<file path="src/rtl/mem_xfer_dma.sv">
// mem_xfer_dma: two DEPTH x DATA_W memories (A, B) plus a word-at-a-time
// copy engine that moves Len words from A to B, optionally inverting each
// word on the way. The host owns A (write/read) only while the engine is idle;
// B is host-readable at all times and written only by the engine.
module mem_xfer_dma #(
  parameter int DATA_W = 8,
  parameter int ADDR_W = 3
) (
  input  logic              clk,
  input  logic              rst_n,
  // host port, memory A
  input  logic              WEA,
  input  logic [ADDR_W-1:0] AddrA,
  input  logic [DATA_W-1:0] DataInA,
  output logic [DATA_W-1:0] DataOutA,
  // host read port, memory B
  input  logic [ADDR_W-1:0] AddrB,
  output logic [DATA_W-1:0] DataOutB,
  // transfer request
  input  logic              Start,
  input  logic [ADDR_W-1:0] SrcBase,
  input  logic [ADDR_W-1:0] DstBase,
  input  logic [ADDR_W:0]   Len,
  input  logic              Mode,
  // status
  output logic              Busy,
  output logic              Done
);

  localparam int DEPTH = 1 << ADDR_W;
  // Largest meaningful word count; anything above it is clamped.
  localparam logic [ADDR_W:0] LEN_MAX = (ADDR_W + 1)'(DEPTH);
  localparam logic [ADDR_W:0] IDX_ONE = (ADDR_W + 1)'(1);

  typedef enum logic [1:0] {
    IDLE = 2'd0,
    RD   = 2'd1,
    WR   = 2'd2,
    FIN  = 2'd3
  } state_t;

  state_t stateReg;
  state_t stateNext;

  // Memories: plain arrays, no reset, so they map onto block RAM.
  logic [DATA_W-1:0] memA [DEPTH];
  logic [DATA_W-1:0] memB [DEPTH];

  // Transfer parameters captured on the accepted Start edge.
  logic [ADDR_W-1:0] srcReg;
  logic [ADDR_W-1:0] dstReg;
  logic [ADDR_W:0]   lenReg;
  logic              modeReg;

  // Engine datapath.
  logic [ADDR_W:0]   idxReg;
  logic [ADDR_W:0]   idxInc;
  logic [ADDR_W:0]   lenClamp;
  logic [ADDR_W-1:0] srcAddr;
  logic [ADDR_W-1:0] dstAddr;
  logic [DATA_W-1:0] dataReg;
  logic [DATA_W-1:0] wrData;

  logic isIdle;
  logic startAccept;
  logic hostWrite;
  logic engineWrite;

  assign isIdle      = (stateReg == IDLE);
  // Start and WEA are only honoured in IDLE; there is no request queue.
  assign startAccept = isIdle && Start;
  assign hostWrite   = isIdle && WEA;
  assign engineWrite = (stateReg == WR);

  assign lenClamp = (Len > LEN_MAX) ? LEN_MAX : Len;
  assign idxInc   = idxReg + IDX_ONE;

  // Addresses wrap at DEPTH simply by truncating to ADDR_W bits; source and
  // destination wrap independently of each other.
  assign srcAddr = srcReg + idxReg[ADDR_W-1:0];
  assign dstAddr = dstReg + idxReg[ADDR_W-1:0];

  // Per-bit conditional inversion of the word being moved.
  genvar gi;
  generate
    for (gi = 0; gi < DATA_W; gi++) begin : g_inv
      assign wrData[gi] = dataReg[gi] ^ modeReg;
    end
  endgenerate

  // State register.
  always_ff @(posedge clk or negedge rst_n) begin
    if (!rst_n) begin
      stateReg <= IDLE;
    end else begin
      stateReg <= stateNext;
    end
  end

  // Next-state logic and status outputs.
  always_comb begin
    stateNext = stateReg;
    Busy      = 1'b0;
    Done      = 1'b0;
    case (stateReg)
      IDLE: begin
        if (Start) begin
          stateNext = (lenClamp != '0) ? RD : FIN;
        end
      end
      RD: begin
        Busy      = 1'b1;
        stateNext = WR;
      end
      WR: begin
        Busy      = 1'b1;
        stateNext = (idxInc == lenReg) ? FIN : RD;
      end
      FIN: begin
        Done      = 1'b1;
        stateNext = IDLE;
      end
      default: begin
        stateNext = IDLE;
      end
    endcase
  end

  // Capture transfer parameters on an accepted Start; later changes on the
  // inputs do not disturb a running transfer.
  always_ff @(posedge clk or negedge rst_n) begin
    if (!rst_n) begin
      srcReg  <= '0;
      dstReg  <= '0;
      lenReg  <= '0;
      modeReg <= 1'b0;
    end else if (startAccept) begin
      srcReg  <= SrcBase;
      dstReg  <= DstBase;
      lenReg  <= lenClamp;
      modeReg <= Mode;
    end
  end

  // Word index: cleared on Start, advanced once per written word.
  always_ff @(posedge clk or negedge rst_n) begin
    if (!rst_n) begin
      idxReg <= '0;
    end else if (startAccept) begin
      idxReg <= '0;
    end else if (engineWrite) begin
      idxReg <= idxInc;
    end
  end

  // Host write into A, blocked while a transfer owns the memory.
  always_ff @(posedge clk) begin
    if (hostWrite) begin
      memA[AddrA] <= DataInA;
    end
  end

  // Host read of A: refreshed only in IDLE, held during a transfer.
  always_ff @(posedge clk or negedge rst_n) begin
    if (!rst_n) begin
      DataOutA <= '0;
    end else if (isIdle) begin
      DataOutA <= memA[AddrA];
    end
  end

  // Engine read of A into the holding register during RD.
  always_ff @(posedge clk or negedge rst_n) begin
    if (!rst_n) begin
      dataReg <= '0;
    end else if (stateReg == RD) begin
      dataReg <= memA[srcAddr];
    end
  end

  // Engine write into B during WR; reset forces IDLE so an aborted
  // transfer stops writing immediately.
  always_ff @(posedge clk) begin
    if (engineWrite) begin
      memB[dstAddr] <= wrData;
    end
  end

  // Host read of B every cycle; a same-edge engine write returns old data.
  always_ff @(posedge clk or negedge rst_n) begin
    if (!rst_n) begin
      DataOutB <= '0;
    end else begin
      DataOutB <= memB[AddrB];
    end
  end

endmodule

</file>
<file path="config.mk">
export PLATFORM = sky130hd
export DESIGN_NAME = mem_xfer_dma
export DESIGN_NICKNAME = d
export VERILOG_FILES = /design/src/rtl/mem_xfer_dma.sv
export SDC_FILE = /design/constraint.sdc
export NUM_CORES = 1
export LEC_CHECK = 0
export BUFFER_PORTS_ARGS = -buffer_cell sky130_fd_sc_hd__buf_4
export CORE_MARGIN = 10
export CORE_UTILIZATION = 60
export DETAILED_ROUTE_END_ITERATION = 10
export PLACE_DENSITY = 0.79
export SETUP_SLACK_MARGIN = 0.5
export SYNTH_ARGS = -nofsm -noshare
export SYNTH_HDL_FRONTEND = slang
export SYNTH_SLANG_ARGS = --single-unit
</file>
<file path="constraint.sdc">
create_clock -name clk -period 3.2 [get_ports clk]
set_input_delay 0.16 -clock clk [delete_from_list [all_inputs] [get_ports clk]]
set_output_delay 0.16 -clock clk [all_outputs]
set_load 0.01 [all_outputs]
</file>
==> insert_results.sql <==
INSERT INTO impl_metrics (metric_group, metric, value, unit) VALUES
('worst_hold_path', 'min_to', 'lenReg[2]', ''),
('routing', 'wirelength', '13530', 'um'),
('synth', 'ffs_latches_synth', '169', ''),
('synth', 'post_synth_fa_ha_maj_area_fraction', '1.932', '%'),
('sta', 'slew_viol_final', '0', ''),
('cts', 'clockBufferDepth', '2', ''),
('synth', 'postSynthAreaPerCell', '18.37', 'um^2'),
('routing', 'ant_nets', '0', ''),
('final_layout', 'post_route_cells_drive_above_1_share', '30.25', '%'),
('synth', 'main_combinational_cell_family_by_area_after_synthesis', 'multiplexers', ''),
('place', 'gpl.final_weighted_congestion', '0.7978', ''),
('critical_path', 'ff2ff_setup_slack', '0.69', 'ns'),
('sta', 'timing.setup.tns', '0', 'ns'),
('status', 'outcome', 'finished, final reports clean', ''),
('routing', 'via_per_inst', '5.864', ''),
('sta', 'min_period', '2.514', 'ns'),
('final_layout', 'nNetsFinal', '512', ''),
('floorplan', 'core.rowCount', '40', ''),
('cts', 'ctsHtreeMaxLevel', '4', ''),
('routing', 'vias', '3712', ''),
('critical_path', 'worstReg2RegStart', 'idxReg[0]', ''),
('critical_path', 'critPathArrivalTime', '2.58', 'ns'),
('power_and_ir_drop', 'cellPowerDensity', '888.1', 'nW/um^2'),
('sta', 'max-slew-margin-rel', '53.08', '%'),
('floorplan', 'design.portCount', '47', ''),
('synth', 'synth.top_cell.area_share', '52.98', '%'),
('critical_path', 'critical_path_required_time', '3.27', 'ns'),
('sta', 'unrepaired_setup_endpoints_after_global_routing', 'false', ''),
('synth', 'synth_fp_nets', '434', ''),
('final_layout', 'ff_latch_area', '4870', 'um^2'),
('grt', 'grt_antenna_before_repair', '0', ''),
('synth', 'ys.warnings.count', '0', ''),
('routing', 'first_pass_drt_iterations', '4', ''),
('routing', 'average_wire_length_per_cell_after_detail_routing', '21.37', 'um'),
('cts', 'insertion_delay', '0.42', 'ns'),
('place', 'placement.io_buffers', '46', ''),
('critical_path', 'crit_path_end_kind', 'flop', ''),
('grt', 'gr-usage-all-layers', '17.50', '%'),
('sta', 'timing.hold.ws', '0.03424', 'ns'),
('synth', 'synth-simple-area-share', '3.587', '%'),
('worst_hold_path', 'hold_class', 'in2reg', ''),
('critical_path', 'r2r.worst_path.cells', '6', ''),
('floorplan', 'coreArea', '11910', 'um^2'),
('grt', 'globalRoute.totalOverflow', '0', ''),
('synth', 'synth_area_leaders', 'sky130_fd_sc_hd__edfxtp_1 53%, sky130_fd_sc_hd__dfrtp_1 14%, sky130_fd_sc_hd__mux4_2 10%, sky130_fd_sc_hd__mux4_1 5.4%, sky130_fd_sc_hd__mux2_2 2.5%', ''),
('grt', 'grt_first_pass_wirelength', '22050', 'um'),
('job', 'maximum_capacitance_violations', '0', ''),
('worst_hold_path', 'cell_depth_of_the_worst_min_delay_path', '3', ''),
('critical_path', 'startpoint_type', 'flop', ''),
('final_layout', 'final_area', '8541', 'um^2'),
('final_layout', 'flow.area_growth_from_synthesis', '17.73', '%'),
('grt', 'grt_start_max_net_pins', '42', ''),
('sta', 'worstMarginPinSlew', '0.7014', 'ns'),
('critical_path', 'worst_r2r_endpoint', 'memB[1][5]', ''),
('sta', 'finalHoldViolCount', '0', ''),
('final_layout', 'fillCellCount', '723', ''),
('floorplan', 'die-width', '130.0', 'um'),
('cts', 'cts.sink_count', '169', ''),
('synth', 'synth_xor_xnor_area_share', '2.915', '%'),
('cts', 'clk_transition_reported_paths', '0.07', 'ns'),
('cts', 'cts-root-buf', 'sky130_fd_sc_hd__clkbuf_16', ''),
('grt', 'grt_pass1_vias', '4071', ''),
('sta', 'skew', '0.008362', 'ns'),
('critical_path', 'path_max_fanout', '8', ''),
('synth', 'synthDominantAreaCellType', 'sky130_fd_sc_hd__edfxtp_1', ''),
('synth', 'synth_compound_area_share', '1.880', '%'),
('place', 'detailedPlacementHpwl', '9480', 'um'),
('synth', 'synth.cell_area', '7254', 'um^2'),
('cts', 'tritoncts.num_buffers', '17', ''),
('worst_hold_path', 'hold_path_startpoint', 'Len[2]', ''),
('routing', 'remaining_drc_errors', '0', '');
[worst max-delay path, cell delays in order, from the launching register on]
cell,delay (ns)
sky130_fd_sc_hd__dfrtp_1,0.47
sky130_fd_sc_hd__ha_1,0.24
sky130_fd_sc_hd__fa_1,0.38
sky130_fd_sc_hd__xnor2_1,0.29
sky130_fd_sc_hd__xor2_1,0.25
sky130_fd_sc_hd__nand2_1,0.15
sky130_fd_sc_hd__nor2_2,0.36
[routing by layer]
metal | global-route usage, % | vias up | share of wire [%]
met5 | 0 | - | 0
met4 | 6.812 | 0 | 1.6
met3 | 3.570 | 17 | 3.6
met2 | 31.33 | 74 | 55
met1 | 20.26 | 1907 | 40
li1 | - | 1714 | -
[cell type report]
cell class                      count  area share [%]
Timing Repair Buffer               81           7.677
Sequential cell                   169           57.02
Multi-Input combinational cell    198           26.30
Clock buffer                       18           5.142
Tap cell                          147           2.154
Inverter                            6          0.2637
Clock inverter                     14           1.450
[synth_stat cells]
cell type,count
sky130_fd_sc_hd__a21oi_1,21
sky130_fd_sc_hd__and2_1,1
sky130_fd_sc_hd__buf_1,3
sky130_fd_sc_hd__buf_12,1
sky130_fd_sc_hd__buf_2,7
sky130_fd_sc_hd__buf_4,1
sky130_fd_sc_hd__buf_6,2
sky130_fd_sc_hd__clkbuf_1,8
sky130_fd_sc_hd__dfrtp_1,41
sky130_fd_sc_hd__edfxtp_1,128
sky130_fd_sc_hd__fa_1,2
sky130_fd_sc_hd__ha_1,8
sky130_fd_sc_hd__inv_1,6
sky130_fd_sc_hd__mux2_2,16
sky130_fd_sc_hd__mux2i_1,17
sky130_fd_sc_hd__mux4_1,15
sky130_fd_sc_hd__mux4_2,33
sky130_fd_sc_hd__nand2_1,10
sky130_fd_sc_hd__nand2b_1,7
sky130_fd_sc_hd__nand3_1,2
sky130_fd_sc_hd__nand3b_1,1
sky130_fd_sc_hd__nand4_1,2
sky130_fd_sc_hd__nor2_1,27
sky130_fd_sc_hd__nor3_1,7
sky130_fd_sc_hd__nor4_1,1
sky130_fd_sc_hd__o21ai_0,5
sky130_fd_sc_hd__o22ai_1,1
sky130_fd_sc_hd__xnor2_1,7
sky130_fd_sc_hd__xnor2_4,1
sky130_fd_sc_hd__xor2_1,14
[cells by family after synthesis]
group / count (synthesis)
multiplexers: 81
flip-flops: 169
AO/OA/AOI/OAI: 27
AND/OR/NAND/NOR: 58
buffers and inverters: 28
XOR/XNOR: 22
adder cells (fa/ha/maj): 10
[flip-flops by register name, indices dropped and copies added (netlist names), 4 cells and up]
| register | cells |
|---|---|
| memA | 64 |
| idxReg | 4 |
| lenReg | 4 |
| DataOutB | 8 |
| dataReg | 8 |
| DataOutA | 8 |
| memB | 64 |
[cell usage in the layout (no fill, tap or decap), types with 8 or more instances in the layout]
cell type	instances
sky130_fd_sc_hd__mux4_1	15
sky130_fd_sc_hd__nand2_1	10
sky130_fd_sc_hd__buf_4	62
sky130_fd_sc_hd__mux2i_1	17
sky130_fd_sc_hd__mux4_2	33
sky130_fd_sc_hd__a21oi_1	21
sky130_fd_sc_hd__dlygate4sd3_1	19
sky130_fd_sc_hd__clkbuf_16	17
sky130_fd_sc_hd__nor2_1	23
sky130_fd_sc_hd__xor2_1	14
sky130_fd_sc_hd__ha_1	8
sky130_fd_sc_hd__edfxtp_1	128
sky130_fd_sc_hd__dfrtp_1	41
sky130_fd_sc_hd__mux2_2	16
[how the worst max path moves through the flow]
stage              start         end
2_1_floorplan  idxReg[0]  memB[6][0]
3_3_place_gp   idxReg[0]  memB[1][0]
3_5_place_dp   idxReg[0]  memB[1][0]
4_1_cts        idxReg[0]  memB[1][5]
5_1_grt        idxReg[0]  memB[1][5]
6_report       idxReg[0]  memB[1][5]
[stage by stage]
| step | util (%) | std cells | worst slack, ns |
|---|---|---|---|
| 2_1_floorplan | - | 395 | 0.7553 |
| 3_3_place_gp | 65.29 | 582 | 0.6604 |
| 3_5_place_dp | 65.29 | 582 | 0.5261 |
| 4_1_cts | 71.62 | 633 | 0.5075 |
| 5_1_grt | 71.70 | 633 | 0.5364 |
| 6_report | 71.70 | 633 | 0.6860 |
[report_power, final]
part / total, mW / leakage, nW / switching, mW / internal [mW]
Clock: 1.90 / 0.258 / 0.809 / 1.09
Sequential: 3.22 / 1.64 / 0.222 / 3.00
Combinational: 2.47 / 1.23 / 1.36 / 1.11
[timing repair]
item                                   in CTS  in global routing
endpoints found under the hold margin     118                  0
buffers inserted                            0                  0
gates resized for setup                     0                  4
hold buffers                               19                  0
setup endpoints to repair                   0                 32
No activity file was read; power rests on OpenSTA's default activity.
